### src/rtl/key_debouncer.sv
// -----------------------------------------------------------------------------
// key_debouncer
//
// Cleans the raw mode push-button before it reaches the mode controller.
// The raw input is mapped to "1 = pressed" and passed through a two-flop
// synchroniser. A counter-based FSM then requires DEBOUNCE_CYCLES consecutive
// stable samples before it accepts a press or a release. It produces a
// glitch-free level and single-cycle press and release pulses.
//
// key_level drives the mode controller's state advance, so it must toggle
// exactly once per physical press.
//
// Optional feature, selected by the macro KEY_DEBOUNCER_REPEAT_EN:
//   When the macro is defined, key_press also pulses while the key is held.
//   The first repeat comes REPEAT_DELAY cycles after the press is accepted.
//   Later repeats follow every REPEAT_PERIOD cycles.
//   When the macro is undefined, no repeat logic is built and the REPEAT_*
//   parameters are ignored.
//
// Parameters:
//   DEBOUNCE_CYCLES : stable cycles needed to accept a change (>= 2)
//   KEY_ACTIVE_LOW  : 1 = raw key low means pressed, 0 = raw key high
//   REPEAT_DELAY    : cycles from accepted press to the first repeat pulse
//   REPEAT_PERIOD   : cycles between later repeat pulses
//
// Ports:
//   clk         : system clock, rising edge
//   rst_n       : asynchronous active-low reset
//   key_in      : raw, asynchronous, bouncing button
//   key_level   : debounced state, 1 = pressed (registered)
//   key_press   : 1-cycle pulse on accepted press and on repeats (registered)
//   key_release : 1-cycle pulse on accepted release (registered)
// -----------------------------------------------------------------------------
module key_debouncer #(
    parameter int DEBOUNCE_CYCLES = 500000,
    parameter int KEY_ACTIVE_LOW  = 1,
    parameter int REPEAT_DELAY    = 25000000,
    parameter int REPEAT_PERIOD   = 10000000
) (
    input  logic clk,
    input  logic rst_n,
    input  logic key_in,
    output logic key_level,
    output logic key_press,
    output logic key_release
);

    localparam int CNT_W = (DEBOUNCE_CYCLES > 1) ? $clog2(DEBOUNCE_CYCLES) : 1;
    localparam logic [CNT_W-1:0] CNT_LAST = CNT_W'(DEBOUNCE_CYCLES - 1);

    typedef enum logic [1:0] {
        IDLE         = 2'd0,
        PRESS_WAIT   = 2'd1,
        PRESSED      = 2'd2,
        RELEASE_WAIT = 2'd3
    } state_t;

    state_t           state;
    logic [CNT_W-1:0] cnt;
    logic             s1;
    logic             s2;
    logic             raw_p;
    logic             release_done;

    // Normalise polarity so the rest of the block always sees 1 = pressed.
    assign raw_p = key_in ^ (KEY_ACTIVE_LOW != 0);

    // This is the last cycle of release acceptance. The repeat logic must stay
    // quiet here so that key_press and key_release are never high together.
    assign release_done = (state == RELEASE_WAIT) && !s2 && (cnt == CNT_LAST);

`ifdef KEY_DEBOUNCER_REPEAT_EN
    localparam int REP_MAX = (REPEAT_DELAY > REPEAT_PERIOD) ? REPEAT_DELAY : REPEAT_PERIOD;
    localparam int REP_W   = (REP_MAX > 1) ? $clog2(REP_MAX) : 1;
    localparam logic [REP_W-1:0] REP_DELAY_LAST  = REP_W'(REPEAT_DELAY - 1);
    localparam logic [REP_W-1:0] REP_PERIOD_LAST = REP_W'(REPEAT_PERIOD - 1);

    logic [REP_W-1:0] rep_cnt;
    logic             rep_first;
    logic             rep_hit;

    // The first interval after acceptance is the delay; all later ones are the period.
    assign rep_hit = (rep_cnt == (rep_first ? REP_DELAY_LAST : REP_PERIOD_LAST));
`else
    logic unused_repeat_params;
    assign unused_repeat_params = ^{REPEAT_DELAY[0], REPEAT_PERIOD[0]};
`endif

    always_ff @(posedge clk or negedge rst_n) begin
        if (!rst_n) begin
            s1          <= 1'b0;
            s2          <= 1'b0;
            state       <= IDLE;
            cnt         <= '0;
            key_level   <= 1'b0;
            key_press   <= 1'b0;
            key_release <= 1'b0;
`ifdef KEY_DEBOUNCER_REPEAT_EN
            rep_cnt     <= '0;
            rep_first   <= 1'b1;
`endif
        end else begin
            // Synchroniser for the asynchronous button.
            s1 <= raw_p;
            s2 <= s1;

            key_press   <= 1'b0;
            key_release <= 1'b0;

            case (state)
                IDLE: begin
                    if (s2) begin
                        state <= PRESS_WAIT;
                        cnt   <= '0;
                    end
                end
                PRESS_WAIT: begin
                    if (!s2) begin
                        state <= IDLE;
                    end else if (cnt == CNT_LAST) begin
                        state     <= PRESSED;
                        key_level <= 1'b1;
                        key_press <= 1'b1;
                    end else begin
                        cnt <= cnt + 1'b1;
                    end
                end
                PRESSED: begin
                    if (!s2) begin
                        state <= RELEASE_WAIT;
                        cnt   <= '0;
                    end
                end
                RELEASE_WAIT: begin
                    if (s2) begin
                        state <= PRESSED;
                    end else if (cnt == CNT_LAST) begin
                        state       <= IDLE;
                        key_level   <= 1'b0;
                        key_release <= 1'b1;
                    end else begin
                        cnt <= cnt + 1'b1;
                    end
                end
                default: begin
                    state <= IDLE;
                    cnt   <= '0;
                end
            endcase

`ifdef KEY_DEBOUNCER_REPEAT_EN
            // The repeat timer runs only while the key is accepted as held,
            // including bounces back from RELEASE_WAIT. Everywhere else it is
            // held cleared, so it starts at 0 on entry from PRESS_WAIT.
            if ((state == PRESSED) || ((state == RELEASE_WAIT) && !release_done)) begin
                if (rep_hit) begin
                    key_press <= 1'b1;
                    rep_cnt   <= '0;
                    rep_first <= 1'b0;
                end else begin
                    rep_cnt <= rep_cnt + 1'b1;
                end
            end else begin
                rep_cnt   <= '0;
                rep_first <= 1'b1;
            end
`endif
        end
    end

endmodule

### config.mk
export PLATFORM = sky130hd
export DESIGN_NAME = key_debouncer
export DESIGN_NICKNAME = d
export VERILOG_FILES = /design/src/rtl/key_debouncer.sv
export SDC_FILE = /design/constraint.sdc
export NUM_CORES = 1
export LEC_CHECK = 0
export CORE_AREA = 2 2 53 55
export CTS_CLUSTER_DIAMETER = 200
export DETAILED_ROUTE_END_ITERATION = 7
export DIE_AREA = 0 0 55 57
export PLACE_DENSITY = 0.78
export SLEW_MARGIN = 40
export SYNTH_ARGS = -nofsm -noshare
export SYNTH_HDL_FRONTEND = slang
export SYNTH_SLANG_ARGS = --single-unit
### constraint.sdc
create_clock -name clk -period 2.5 [get_ports clk]
set_input_delay 0.625 -clock clk [delete_from_list [all_inputs] [get_ports clk]]
set_output_delay 0.625 -clock clk [all_outputs]
set_load 0.005 [all_outputs]
# Yosys cells after proc, flatten, opt, wreduce, memory -nomap -nowiden

Index checks and enable logic that the tools add are counted.

Add/subtract/negate cells: 1
Equality and inequality tests: 12
Multiplexer cells: 23
Bitwise logic cells: 1
Reductions and logical operators: 5

Operator list:

| operator                | count |
|---|---|
| $mux W19                | 5 |
| $pmux W19 S4            | 1 |
| $add A19 B1 Y19 const B | 1 |
| $eq A19 B19 Y1 const B  | 1 |
| $mux W2                 | 6 |
| $ne A2 B2 Y1 const B    | 5 |
| $mux W1                 | 9 |
| $pmux W2 S4             | 1 |
| $reduce_and A4 Y1       | 2 |
| $reduce_and A5 Y1       | 1 |
| $eq A2 B2 Y1 const B    | 2 |
| $ne A3 B2 Y1 const B    | 1 |
| $ne A3 B3 Y1 const B    | 1 |
| $eq A2 B1 Y1 const B    | 1 |
| $logic_not A2 Y1        | 1 |
| $ne A2 B1 Y1 const B    | 1 |
| $pmux W1 S2             | 1 |
| $reduce_bool A2 Y1      | 1 |
| $not A1 Y1              | 1 |

Register bits: 26
Bits of input ports: 3
Output and inout bits: 3
Word-level logic and storage cells: 49

# Logic depth before layout (Yosys ltp)

Gate-level depths: netlist of run 1.

Depth after elaboration: 4
Depth in mapped cells: 7

# Worst setup path before layout of run 1

OpenSTA, ideal clock, no wires.

Path kind: reg-to-reg
Start: register cnt[0]
End: register cnt[14]
Arrival time: 1672 ps
Required time: 2374 ps
Setup slack: 702 ps
Stages on the path, launching flop included: 7
Buffers on the path: 0
Period minus slack after synthesis: 1798 ps
Path through: dfrtp_1 ha_1 nand4_4 or4_1 and3_1 a21oi_2 o41ai_1

Longest elaborated chain between the ends: 4
Elaborated cells between the ends (all ways): 6
Classes of those cells: 1 x add/sub; 1 x eq/ne; 4 x mux

RTL lines:

| element                                           | line     | text |
|---|---|---|
| start, declared                                   | 59       | `logic [CNT_W-1:0] cnt;` |
| start signal, assigned                            | 125      | `cnt <= cnt + 1'b1;` |
| start signal, assigned                            | 142      | `cnt <= cnt + 1'b1;` |
| $add A19 B1 Y19 or $eq A19 B19 Y1 (tied branches) | -        |  |
| $mux W19 (*)                                      | 120, 137 |  |
| $mux W19 (on tied branches)                       | 135, 118 |  |
| $pmux W19 S4 (*)                                  | 110      | `case (state)` |

Every way passes the cells marked *; elsewhere a longest branch is shown, timed or not. The select of a mux whose other input is x is not followed.
A chain may end at the register's enable or synchronous reset.

# Worst setup path in the final report of run 1

Start: register cnt[11]
End: register cnt[9]

Longest elaborated chain between the ends: 4
Elaborated cells between the ends (all ways): 5
Classes of those cells: 1 x eq/ne; 4 x mux

RTL lines:

| element                     | line |
|---|---|
| $eq A19 B19 Y1 (*)          | 120, 137 |
| $mux W19 (*)                | - |
| $mux W19 (on tied branches) | - |
| $pmux W19 S4 (*)            | - |

Marks and branches as above.

==> results of run 1 <==
==> power by group <==
| group | internal, mW | switching [mW] | leakage [nW] |
|---|---|---|---|
| Sequential | 0.435 | 0.0277 | 0.354 |
| Clock | 0.0891 | 0.123 | 0.0210 |
| Combinational | 0.0271 | 0.0365 | 0.346 |
==> stage by stage <==
step,worst slack [ns],instances
2_1_floorplan,0.702,150
3_3_place_gp,0.488,182
3_5_place_dp,0.484,182
4_1_cts,0.413,186
5_1_grt,0.172,186
6_report,0.399,186
==> layout make-up <==
| cell class | instances | area share (%) |
|---|---|---|
| clock buffers | 4 | 2.34 |
| inverters | 6 | 1.45 |
| multi-input cells | 110 | 46.7 |
| flip-flops and latches | 26 | 41.9 |
| well taps | 31 | 2.50 |
| repair buffers | 9 | 5.16 |
==> how the worst max path moves through the flow <==
stage	to	cells after the start
2_1_floorplan	cnt[14]$_DFFE_PN0P_	6
3_3_place_gp	cnt[14]$_DFFE_PN0P_	5
3_5_place_dp	cnt[9]$_DFFE_PN0P_	6
4_1_cts	cnt[9]$_DFFE_PN0P_	6
5_1_grt	cnt[9]$_DFFE_PN0P_	6
6_report	cnt[9]$_DFFE_PN0P_	6
==> layout by cell type, fill, tap and decap left out, drive strengths merged, types with 2 or more instances in the layout <==
cell,netlist,routed
mux2i,6,6
o21ai,11,11
o41ai,4,4
nor3,3,3
or4,3,3
dfrtp,26,26
nand3,9,9
inv,6,6
buf,4,4
nand2,20,20
a22o,3,3
nand4,7,7
a31oi,4,4
nor4b,2,2
clkdlybuf4s50,0,5
nor2,9,9
nor4,5,5
a21o,2,2
a21oi,5,5
and3,3,3
clkbuf,4,4
and2,3,3
==> per-layer routing <==
layer,vias to the layer above,global-route usage [%]
li1,563,-
met1,565,32.0
met2,28,31.6
met3,5,2.62
met4,0,6.62
met5,-,0
==> sequential cells by signal (all words and copies together) (netlist names), named ones only <==
register and cells:
key_press 1, key_level 1, key_release 1, s2 1
state 1, cnt 19, s1 1
==> cell families after synthesis <==
kind of cell	after synthesis	synth area share, %
AO/OA/AOI/OAI	33	15.1
flip-flops	26	44.4
XOR/XNOR	2	1.20
buffers and inverters	14	6.07
AND/OR/NAND/NOR	68	28.2
adder cells (fa/ha/maj)	1	0.855
multiplexers	6	4.10
==> worst register-to-register path: stages (launching register included) <==
cell and delay, ns:
dfrtp_1 0.48, nor4b_2 0.34, nand4_1 0.24, o21ai_2 0.56
buf_4 0.27, nand2_1 0.06, o21ai_0 0.08
==> out/qor.csv, run 1 <==
stage,metric,value,unit
status,status,"complete, no violations",
critical_path,arrival,2.35,ns
floorplan,die_w,55,um
critical_path,path_class,reg -> reg,
clock_tree,cts_resized,0,
clock_tree,clk_latency,0.32,ns
yosys,synth_edf_count,0,
timing,setup_tns,0,ns
timing,maxSlewHeadroom,59.0,%
layout,nets,160,
critical_path,endpoint_kind,flip-flop,
critical_path,critPathTopFamily,compound AO/OA/AOI/OAI gates,
layout,drive_above_1_share,11.6,%
clock_tree,clock_path_buffers,2,
yosys,yosys.area.top_type,dfrtp_1,
power,p_per_area,476,nW/um^2
yosys,synthMostInstantiatedCell,dfrtp_1,
global_route,grt.overflow.total,0,
yosys,syn_avg_cell_area,9.76,um^2
timing,timing.final.crit_share,84.0,%
worst_hold_path,hp-class,reg -> reg,
floorplan,pin_count,6,
layout,diodes,0,
routing,wl_met2,1320,um
critical_path,crit_fanout,15,
yosys,synthArstFlopShare,100,%
routing,ant_nets,0,
clock_tree,numCtsBuffers,3,
power,finalPower,0.739,mW
place,place.gp.congestion,0.956,
timing,hold_viol,0,
floorplan,die_area,3140,um^2
clock_tree,cts_setup_buffers,0,
yosys,yosysWarnings,0,
layout,final_core_util,59.4,%
clock_tree,htree_levels,1,
routing,first_iter_violations,31,
yosys,synth_top_area_share,44.4,%
timing,slew_viol_final,0,
clock_tree,cts_sinks,26,
timing,max_freq,476,MHz
layout,regArea,651,um^2
layout,multiInputGateArea,724,um^2
power,vdd_drop_max,0.368,mV
layout,nFillCells,240,
clock_tree,path_clk_slew,0.14,ns
global_route,grt_max_degree,27,
global_route,grt_use_total,21.2,%
critical_path,r2r_start,cnt[11]$_DFFE_PN0P_,
place,placed_area,1520,um^2
global_route,antenna_found_initial,0,
worst_hold_path,worstHoldStart,s1$_DFF_PN0_,
place,portBuffers,5,
yosys,ys_ff_latch,26,
yosys,syn_inst,150,
run,maxCapViolations,0,
worst_hold_path,holdPathEnd,s2$_DFF_PN0_,
critical_path,crit_required,2.75,ns
routing,drt_first_pass_iters,4,
yosys,yosysUniqueCellTypes,43,
critical_path,rr_endpoint,cnt[9]$_DFFE_PN0P_,
layout,final_area,1550,um^2
routing,viasPerCell,6.24,
timing,min_period,2.10,ns
routing,routed_wl,2820,um
worst_hold_path,worstHoldPathCells,0,
yosys,ys_top_cells_by_area,"dfrtp_1 (44%), nand2_1 (5.1%), mux2i_1 (4.1%)",
floorplan,fp-row-count,19,
critical_path,cpPeakStageDelay,0.56,ns
clock_tree,tritoncts,built,
routing,wl_met3,118,um
critical_path,rrSetupSlack,0.40,ns
routing,wl_per_cell,15.1,um
power,p_leak,0.720,nW
global_route,grt_pass1_vias,1090,
routing,dr.max_layer_used,met4,
critical_path,cp_cell_sequence,"nor4b_2, nand4_1, o21ai_2, buf_4, nand2_1, o21ai_0",
timing,skew,0.00260,ns
floorplan,start_util,56.0,%
timing,setup_viol,0,
critical_path,slowest_stage,o21ai_2,
yosys,syn-num-nets,154,
clock_tree,cts_hold_buf,0,
layout,area_growth,6.07,%
yosys,ys_seq_area_share,44.4,%
clock_tree,cts_root_buf,clkbuf_4,
critical_path,rr_worst_depth,6,
floorplan,die_height,57,um
floorplan,core,2620,um^2
place,dp_hpwl,1980,um
critical_path,critPathLaunchType,flip-flop,
yosys,synth_commonest_cells,"dfrtp_1 (26), nand2_1 (20), o21ai_0 (10), nor2_1 (9), nand3_1 (8)",
yosys,ys_dominant_reg_cell,dfrtp_1,
global_route,grt_pass1_wl,4990,um
routing,vias,1161,
critical_path,startpoint,cnt[11]$_DFFE_PN0P_,
yosys,syn-cell-area,1460,um^2
timing,rsz0062_at_grt,false,
routing,wirelength_met1,1350,um
timing,holdWs,0.371,ns
critical_path,cp.buffers_inverters,1,
timing,worst_pin_slew,0.614,ns
routing,drc_errors,0,
No activity file was read; power rests on OpenSTA's default activity.
==> run 2, diff against run 1 <==
==> constraint.sdc (replaced) <==
create_clock -name clk -period 1.95 [get_ports clk]
set_input_delay 0.4875 -clock clk [delete_from_list [all_inputs] [get_ports clk]]
set_output_delay 0.4875 -clock clk [all_outputs]
set_load 0.005 [all_outputs]
==> out/qor.csv, run 2 (synthesis gave the netlist of run 1 again) <==
stage,metric,value,unit,change
timing,setup_tns,0,ns,unchanged
clock_tree,cts_sinks,26,,unchanged
power,p_per_area,597,nW/um^2,+26%
layout,area_growth,11.1,%,
global_route,grt_pass1_wl,5120,um,+2.6%
clock_tree,path_clk_slew,0.15,ns,about the same
routing,viasPerCell,6.26,,+0.23%
routing,wl_per_cell,15.9,um,+5.2%
critical_path,cp_cell_sequence,"ha_4, nand4_4, or4_1, and3_1, a21oi_2, o41ai_1",,
layout,largest-register,cnt,,
worst_hold_path,holdPathEnd,s2$_DFF_PN0_,,
layout,final_common_cell,dfrtp_1,,
critical_path,crit_cells,6,,unchanged
worst_hold_path,hp-class,reg -> reg,,
clock_tree,tritoncts,built,,
critical_path,cp.buffers_inverters,0,,-1
floorplan,die_area,3140,um^2,unchanged
layout,final_cell_mix,"dfrtp_1 (22), nand2_1 (20), o21ai_0 (10)",,
timing,skew,0.0111,ns,+0.00855 ns
critical_path,endpoint_kind,flip-flop,,
clock_tree,clock_path_buffers,2,,unchanged
critical_path,r2r_start,cnt[1]$_DFFE_PN0P_,,
layout,nFillCells,211,,-12%
global_route,grt_max_degree,27,,unchanged
routing,vias,1195,,+2.9%
timing,maxSlewHeadroom,70.9,%,+12 points
timing,min_period,1.87,ns,-0.232 ns
floorplan,pin_count,6,,unchanged
worst_hold_path,worstHoldPathCells,0,,unchanged
floorplan,start_util,56.0,%,unchanged
routing,drt_first_pass_iters,4,,unchanged
floorplan,core,2620,um^2,unchanged
critical_path,crit_required,2.18,ns,-0.57 ns
timing,worst_pin_slew,0.435,ns,-0.179 ns
power,p_leak,0.738,nW,+2.4%
critical_path,path_class,reg -> reg,,
power,vdd_drop_max,0.481,mV,+31%
timing,slew_viol_final,0,,unchanged
timing,timing.final.crit_share,95.9,%,+12 points
timing,hold_viol,0,,unchanged
critical_path,critPathLaunchType,flip-flop,,
layout,nets,165,,+3.1%
layout,largest_reg_flops,19,,unchanged
clock_tree,numCtsBuffers,3,,unchanged
layout,diodes,0,,unchanged
place,place_inst,187,,+2.7%
critical_path,critPathTopFamily,simple AND/OR/NAND/NOR gates,,
critical_path,rr_endpoint,cnt[14]$_DFFE_PN0P_,,
floorplan,fp-row-count,19,,unchanged
critical_path,rrSetupSlack,0.08,ns,-0.32 ns
routing,drc_errors,0,,unchanged
routing,ant_nets,0,,unchanged
layout,final_core_util,62.2,%,+2.8 points
floorplan,die_w,55,um,unchanged
critical_path,cpPeakStageDelay,0.57,ns,about the same
layout,drive_above_1_share,18.8,%,+7.1 points
floorplan,die_height,57,um,unchanged
routing,routed_wl,3040,um,+8.1%
run,maxCapViolations,0,,unchanged
clock_tree,cts_root_buf,clkbuf_4,,
worst_hold_path,worstHoldStart,s1$_DFF_PN0_,,
place,dp_hpwl,2100,um,+6.3%
global_route,antenna_found_initial,0,,unchanged
place,place.gp.congestion,0.825,,-14%
routing,first_iter_violations,40,,+29%
timing,setup_viol,0,,unchanged
critical_path,slowest_stage,or4_1,,
status,status,"complete, no violations",,
critical_path,crit_fanout,7,,-8
clock_tree,clk_latency,0.33,ns,about the same
critical_path,arrival,2.10,ns,-0.25 ns
global_route,grt_pass1_vias,1128,,+3.5%
layout,finalNonFillerCells,191,,+2.7%
global_route,grt.overflow.total,0,,unchanged
critical_path,rr_worst_depth,6,,unchanged
place,portBuffers,5,,unchanged
clock_tree,htree_levels,1,,unchanged
timing,max_freq,535,MHz,+12%
clock_tree,cts_setup_buffers,0,,unchanged
global_route,grt_use_total,22.4,%,+1.2 points
power,finalPower,0.972,mW,+32%
run 2: how the worst max path moves through the flow:
stage	slack, ns	end	startpoint
floorplan	0.15	cnt[14]$_DFFE_PN0P_	cnt[0]$_DFFE_PN0P_
finish	0.08	cnt[14]$_DFFE_PN0P_	cnt[1]$_DFFE_PN0P_
detailed placement	0.07	cnt[14]$_DFFE_PN0P_	cnt[1]$_DFFE_PN0P_
global placement	0.13	cnt[14]$_DFFE_PN0P_	cnt[1]$_DFFE_PN0P_
CTS	0.05	cnt[14]$_DFFE_PN0P_	cnt[1]$_DFFE_PN0P_
global route	-0.01	cnt[9]$_DFFE_PN0P_	cnt[14]$_DFFE_PN0P_
run 2: stage by stage:
stage                     setup slack [ns]  cell area [um^2]  hold WS [ns]
after global routing               -0.0131              1630         0.402
after detailed placement            0.0673              1550         0.372
after floorplan                      0.152              1460         0.192
final                               0.0809              1630         0.403
after CTS                           0.0543              1590         0.399
after global placement               0.128              1550         0.335
run 2: layout make-up:
cell class / instances / area [um^2] / area share, %
clock buffer: 4 / 36.3 / 2.23
inverter: 6 / 22.5 / 1.38
multi-input combinational: 110 / 756 / 46.5
sequential: 26 / 656 / 40.3
tap: 31 / 38.8 / 2.38
timing repair buffer: 14 / 118 / 7.23
run 2: metal layers:
metal,vias up,routed length [um],GRT usage (%)
met5,-,0,0
met1,589,1430,32.9
li1,576,-,-
met3,7,76,2.36
met2,23,1460,33.3
met4,0,81,9.76
run 2: where the power goes:
| part | leakage (nW) | internal (mW) | total (mW) | switching, mW |
|---|---|---|---|---|
| combinational | 0.370 | 0.0436 | 0.0947 | 0.0511 |
| sequential | 0.347 | 0.560 | 0.597 | 0.0363 |
| clock | 0.0210 | 0.114 | 0.280 | 0.166 |
| total | 0.738 | 0.718 | 0.972 | 0.253 |
run 2: repair_timing:
| action | 4_1_cts | 5_1_grt |
|---|---|---|
| endpoints found under the setup margin | 0 | 14 |
| hold buffers | 0 | 0 |
| endpoints found under the hold margin | 0 | 0 |
| resized for setup | 0 | 9 |
